==> src/rtl/codor_cezar_enc.sv <==
// codor_cezar_enc: registered Caesar-cipher byte encoder.
// Letters 'a'..'z' / 'A'..'Z' are rotated by the key register with case
// preserved; every other byte passes through unchanged. One cycle latency,
// one byte per clock, no backpressure.
// Build option: define CEZAR_DECODE_EN to add the per-byte `dec` input
// (0 = encode, 1 = decode). Without it the block only encodes.
module codor_cezar_enc #(
    parameter int SHIFT = 3
) (
    input  logic       clk,
    input  logic       rst_n,
    input  logic [7:0] in,
    input  logic       in_valid,
    input  logic       shift_ld,
    input  logic [4:0] shift_in,
`ifdef CEZAR_DECODE_EN
    input  logic       dec,
`endif
    output logic [7:0] out,
    output logic       out_valid,
    output logic [4:0] key
);

    // SHIFT is expected in 0..25; the low five bits hold any legal value.
    localparam logic [4:0] KEY_RST = 5'(SHIFT);

    logic       is_lower;
    logic       is_upper;
    logic       is_alpha;
    logic       do_dec;
    logic [7:0] base;
    logic [4:0] idx;
    logic [5:0] sum;
    logic [5:0] sum_wrapped;
    logic [7:0] result;
    logic [4:0] shift_red;

    // Classify the input byte and pick the alphabet base.
    always_comb begin
        is_lower = (in >= 8'h61) && (in <= 8'h7A);
        is_upper = (in >= 8'h41) && (in <= 8'h5A);
        is_alpha = is_lower || is_upper;
        base     = is_lower ? 8'h61 : 8'h41;
        idx      = 5'(in - base);
    end

    // Direction select; tied to encode when the decode option is not built.
`ifdef CEZAR_DECODE_EN
    always_comb do_dec = dec;
`else
    always_comb do_dec = 1'b0;
`endif

    // Rotate within 26 letters using a single conditional subtract.
    // Decode adds 26 first so the intermediate never goes negative (max 51).
    always_comb begin
        if (do_dec) begin
            sum = 6'(idx) + 6'd26 - 6'(key);
        end else begin
            sum = 6'(idx) + 6'(key);
        end
        sum_wrapped = (sum >= 6'd26) ? (sum - 6'd26) : sum;
        result      = is_alpha ? (base + {2'b00, sum_wrapped}) : in;
    end

    // Reduce a new key modulo 26; shift_in is at most 31 so one subtract suffices.
    always_comb begin
        shift_red = (shift_in >= 5'd26) ? (shift_in - 5'd26) : shift_in;
    end

    // Key register: new key takes effect on the cycle after shift_ld, so a
    // byte arriving alongside shift_ld still uses the old key.
    always_ff @(posedge clk or negedge rst_n) begin
        if (!rst_n) begin
            key <= KEY_RST;
        end else if (shift_ld) begin
            key <= shift_red;
        end
    end

    // Output register: out holds its last result while no byte is valid.
    always_ff @(posedge clk or negedge rst_n) begin
        if (!rst_n) begin
            out       <= 8'h00;
            out_valid <= 1'b0;
        end else begin
            out_valid <= in_valid;
            if (in_valid) begin
                out <= result;
            end
        end
    end

endmodule

==> config.mk <==
export PLATFORM = sky130hd
export DESIGN_NAME = codor_cezar_enc
export DESIGN_NICKNAME = d
export VERILOG_FILES = /design/src/rtl/codor_cezar_enc.sv
export SDC_FILE = /design/constraint.sdc
export NUM_CORES = 1
export LEC_CHECK = 0
export CAP_MARGIN = 10
export CORE_UTILIZATION = 50
export DETAILED_ROUTE_END_ITERATION = 10
export HOLD_SLACK_MARGIN = 0.08
export PLACE_DENSITY = 0.76
export SLEW_MARGIN = 20
export SYNTH_ARGS = -nofsm -noshare
export SYNTH_HDL_FRONTEND = slang
export SYNTH_SLANG_ARGS = --single-unit
==> constraint.sdc <==
create_clock -name clk -period 3.4 [get_ports clk]
set_clock_uncertainty 0.05 [all_clocks]
set_input_delay 0.51 -clock clk [delete_from_list [all_inputs] [get_ports clk]]
set_output_delay 0.51 -clock clk [all_outputs]
set_load 0.1 [all_outputs]
After elaboration in Yosys (flattened, before gate mapping)
Index checks and enable logic that the tools add are counted.

Register bits after elaboration: 14. Input bits: 17. Logic and storage cells: 21.

Add/subtract/negate cells: 5. Order comparisons: 6. Muxes and demuxes: 4. Reduce and logical (&&, ||, !) cells: 3.

Operator list (number): $ge 8x7->1 const B (2); $le 8x7->1 const B (2); $mux 6 (2); $add 7x6->8 (1); $mux 8 (1); $add 5x5->6 (1); $ge 6x5->1 const B (1); $sub 6x5->6 const B (1); $ge 5x5->1 const B (1); $mux 5 (1); $sub 5x5->5 (1); $sub 5x5->5 const B (1); $logic_and 1x1->1 (2); $logic_or 1x1->1 (1).

Logic depth before layout (Yosys ltp)
Depth after elaboration: 9. Depth in mapped cells: 16. Gate-level depth less buffers: 16.

Least setup slack after synthesis
Ideal clock, no wire load.

Kind: input to register. From: in in[0]. To: reg out[4]. Arrival: 3.477 ns. Data required time: 3.204 ns. Setup slack: -0.273 ns. Cell stages on the path: 14. Buffers on the path: 0. Cell sequence: inv_1 -> ha_1 -> or3b_1 -> xnor2_1 -> ha_1 -> and3_2 -> a221oi_1 -> o21a_4 -> xnor2_1 -> ha_1 -> inv_1 -> o41ai_2 -> mux2i_1 -> o311ai_0.

Word-level cells in the longest chain between the ends: 6. Elaborated cells on any way between the ends: 14. Those cells by class: 4 x add/sub; 5 x order compare; 2 x mux; 3 x reduce/logical.

Ends and longest elaborated chain: start: declaration (line 12) `input logic [7:0] in,`; $sub 5x5->5 (line 44) `idx = 5'(in - base);`; $add 5x5->6 (line 60) `sum = 6'(idx) + 6'(key);`; $sub 6x5->6 / $ge 6x5->1 (equally long branches) (line 62) `sum_wrapped = (sum >= 6'd26) ? (sum - 6'd26) : sum;`; $mux 6 (line 62); $add 7x6->8 (line 63) `result = is_alpha ? (base + {2'b00, sum_wrapped}) : in;`; $mux 8 (*) (line 63); end signal: assignment (line 89) `out <= result;`; end: declaration (line 19) `output logic [7:0] out,`.

Mark *: on every way between the ends. The rest lies on a longest branch, timed or not. A chain may end at the register's enable or synchronous reset.

Final worst setup path
From: in in[0]. To: reg out[7].

The elaborated chain is that of the path after synthesis.

==> flow_metrics.py <==
metrics = {
    "grt": {
        "grt_pass1_vias": 1422,
        "grt_overflow": 0,
        "grt_max_degree": 17,
        "antenna_found_initial": 0,
        "grt_pass1_wl_mm": 6.341,
        "grt_usage": 0.3135,
    },
    "drt": {
        "wl_mm": 4.198,
        "highest_layer": "met4",
        "met3_length_um": 228,
        "drt-initial-drc-count": 49,
        "via_per_inst": 5.759,
        "antenna_left": 0,
        "wl_per_cell_um": 16.33,
        "drc": 0,
        "m1WireLength_mm": 1.683,
        "num_vias": 1480,
        "drtPass1Iterations": 4,
        "met2_length_mm": 2.085,
    },
    "setup_path": {
        "end_kind": "flop",
        "cp_slowest_stage_delay_ns": 0.41,
        "startpoint_type": "input port",
        "critPathSlowestCell": "or3b_4",
        "critPathArrivalTime_ns": 3.45,
        "crit_type": "in2reg",
        "crit_chain": "buf_6 > inv_4 > ha_4 > or3b_4 > xnor2_4 > ha_4 > and3_4 > a221oi_4 > buf_4 > o21a_4 > buf_4 > buf_4 > mux2_4 > and4_1 > o31a_1",
        "path_max_fanout": 4,
        "cp.required_ns": 3.53,
        "cp_common_cell": "buf_4",
    },
    "placement": {
        "pre_cts_slack_ns": -0.7921,
        "dp.cells": 244,
        "routabilityCongestion": 0.8773,
        "dp_hpwl_mm": 2.833,
        "postPlaceCellArea_mm2": 0.001982,
        "port-buffer-count": 30,
    },
    "synth": {
        "synth-async-reset-ratio": 1.000,
        "synthTopCellsByCount": "inv_1, nor2_1, dfrtp_1, ha_1, a21oi_1",
        "yosysMostFrequentCell": "inv_1",
        "synth_top_area_frac": 0.2239,
        "syn_area_per_cell_um2": 8.598,
        "synth_edf_count": 0,
        "synthCells": 156,
        "yosysTopAreaCell": "dfrtp_1",
        "synth-seq-area-share": 0.2631,
        "synth_seq_cells": 14,
        "yosys_warnings": 0,
        "synth_cell_types": 51,
        "synth_area_mm2": 0.001341,
        "syn-num-nets": 186,
        "synth_area_leaders": "dfrtp_1, ha_1, inv_1",
        "ys.flop_type": "dfrtp_1",
    },
    "timing": {
        "max_clock_freq_mhz": 301.2,
        "fin_crit_sh": 0.9765,
        "slew_viol_final": 0,
        "fin_ws_ns": 0.08000,
        "tightestPinTransition_ns": 0.9773,
        "setup_viol": 0,
        "holdWs_ns": 0.4838,
        "hold_viol_final": 0,
        "relSlewSlack": 0.3464,
        "fin_crit_ns": 3.320,
    },
    "die": {
        "die_w_um": 53.80,
        "start_util": 0.5365,
        "die_h_um": 53.80,
        "coreArea_mm2": 0.002500,
        "num_rows": 18,
        "io_pins": 31,
        "die_area_mm2": 0.002894,
    },
    "final_layout": {
        "final_core_util": 0.8829,
        "area_growth_pct": 64.55,
        "drive_gt1_frac": 0.4009,
        "diodes": 0,
        "design_area_mm2": 0.002207,
        "finalNonFillerCells": 257,
        "nets": 258,
    },
    "power_and_ir_drop": {
        "p_per_area_mw_per_mm2": 568.2,
        "ir_drop_v": 0.0004954,
        "leakagePower_nw": 1.014,
    },
    "run": {
        "cap_violations": 0,
    },
    "cts": {
        "cts_tree": "built",
        "cts-root-buf": "clkbuf_4",
        "clk_path_buf_depth": 2,
        "htree_levels": 1,
        "cts_buffers": 3,
        "insertion_delay_ns": 0.29,
        "cts.reportedPaths.clkPinSlew_ns": 0.08,
        "cts_sinks": 14,
    },
    "min_path": {
        "hold_path_class": "reg2reg",
    },
    "status": {
        "outcome": "finished, final reports clean",
    },
}
==> worst max-delay path, delay by kind of cell <==
| kind | cells | cell delay (ns) |
|---|---|---|
| buf+inv | 5 | 0.56 |
| fa+ha+maj | 2 | 0.39 |
| xor+xnor | 1 | 0.15 |
| mux | 1 | 0.33 |
| compound gates | 3 | 0.72 |
| simple gates | 3 | 0.80 |
==> flip-flops by register name, indices dropped and copies added, names as in the netlist <==
signal	flops
key	5
out	8
out_valid	1
==> layer usage <==
metal | global-route usage | up-vias
met5 | 0 | -
met4 | 0.1930 | 0
met3 | 0.06215 | 23
met2 | 0.5082 | 58
met1 | 0.3769 | 695
li1 | - | 704
==> timing repair <==
action | in CTS | in global routing
buffers inserted | 3 | 8
setup endpoints to repair | 6 | 4
hold buffers | 0 | 0
pin swaps | 11 | 21
resized for setup | 18 | 21
==> power by group <==
part	leakage, nW	internal (W)	switching (W)
Clock	0.0210	0.0000655	0.0000650
Combinational	0.828	0.000405	0.000506
Sequential	0.165	0.000193	0.0000198
==> through the flow <==
step	power (W)	TNS (ns)
2_1_floorplan	0.0007180	-0.002912
3_3_place_gp	0.0009729	-3.045
3_5_place_dp	0.0009926	-3.770
4_1_cts	0.001162	0
5_1_grt	0.001315	-0.01155
6_report	0.001254	0
==> placed cells by master (no fill, tap or decap), types with 2 or more instances in the layout <==
cell             netlist  final
buf_4                  0     43
clkdlybuf4s50_1        0     24
inv_1                 20     16
nor2_1                15     13
dfrtp_1               12     11
a21oi_1               11     10
ha_1                  12      7
nand3_1                6      6
nand2_1                5      5
xnor2_1                6      4
o21ai_0                4      4
mux2i_1                4      4
ha_4                   0      4
xor2_1                 4      3
nor3_1                 4      3
mux2_2                 3      3
clkbuf_4               0      3
nor3b_1                2      2
nor2_2                 0      2
a21o_1                 2      2
and3_4                 1      2
inv_2                  0      2
a31o_2                 2      2
o221ai_1               3      2
o211ai_1               2      2
==> final cells by class <==
class | instances | area, um2
fill | 108 | 292.8
multi-input combinational | 117 | 1070
clock buffer | 4 | 36.28
sequential | 14 | 357.8
inverter | 20 | 82.58
timing repair buffer | 72 | 623.1
tap | 30 | 37.54
==> logic make-up after synthesis <==
kind of cell,share of synthesized area
fa+ha+maj,0.1269
buf+inv,0.07089
simple gates,0.1885
flops,0.2631
compound gates,0.2192
xor+xnor,0.06530
mux,0.06623
==> final timing paths <==
path	start	endpoint	slack, ns	cells after the start
min in group asynchronous	rst_n	out[2]$_DFFE_PN0P_	0.54	1
worst max-delay path	in[0]	out[7]$_DFFE_PN0P_	0.08	15
worst max register to register	key[0]$_DFFE_PN1P_	out[7]$_DFFE_PN0P_	0.10	11
worst min register to register	key[1]$_DFFE_PN1P_	key[1]$_DFFE_PN1P_	0.48	2
worst min-delay path	key[1]$_DFFE_PN1P_	key[1]$_DFFE_PN1P_	0.48	2
max in group asynchronous	rst_n	key[2]$_DFFE_PN0P_	2.28	1
Note: power is estimated with default switching activity, not from simulation.
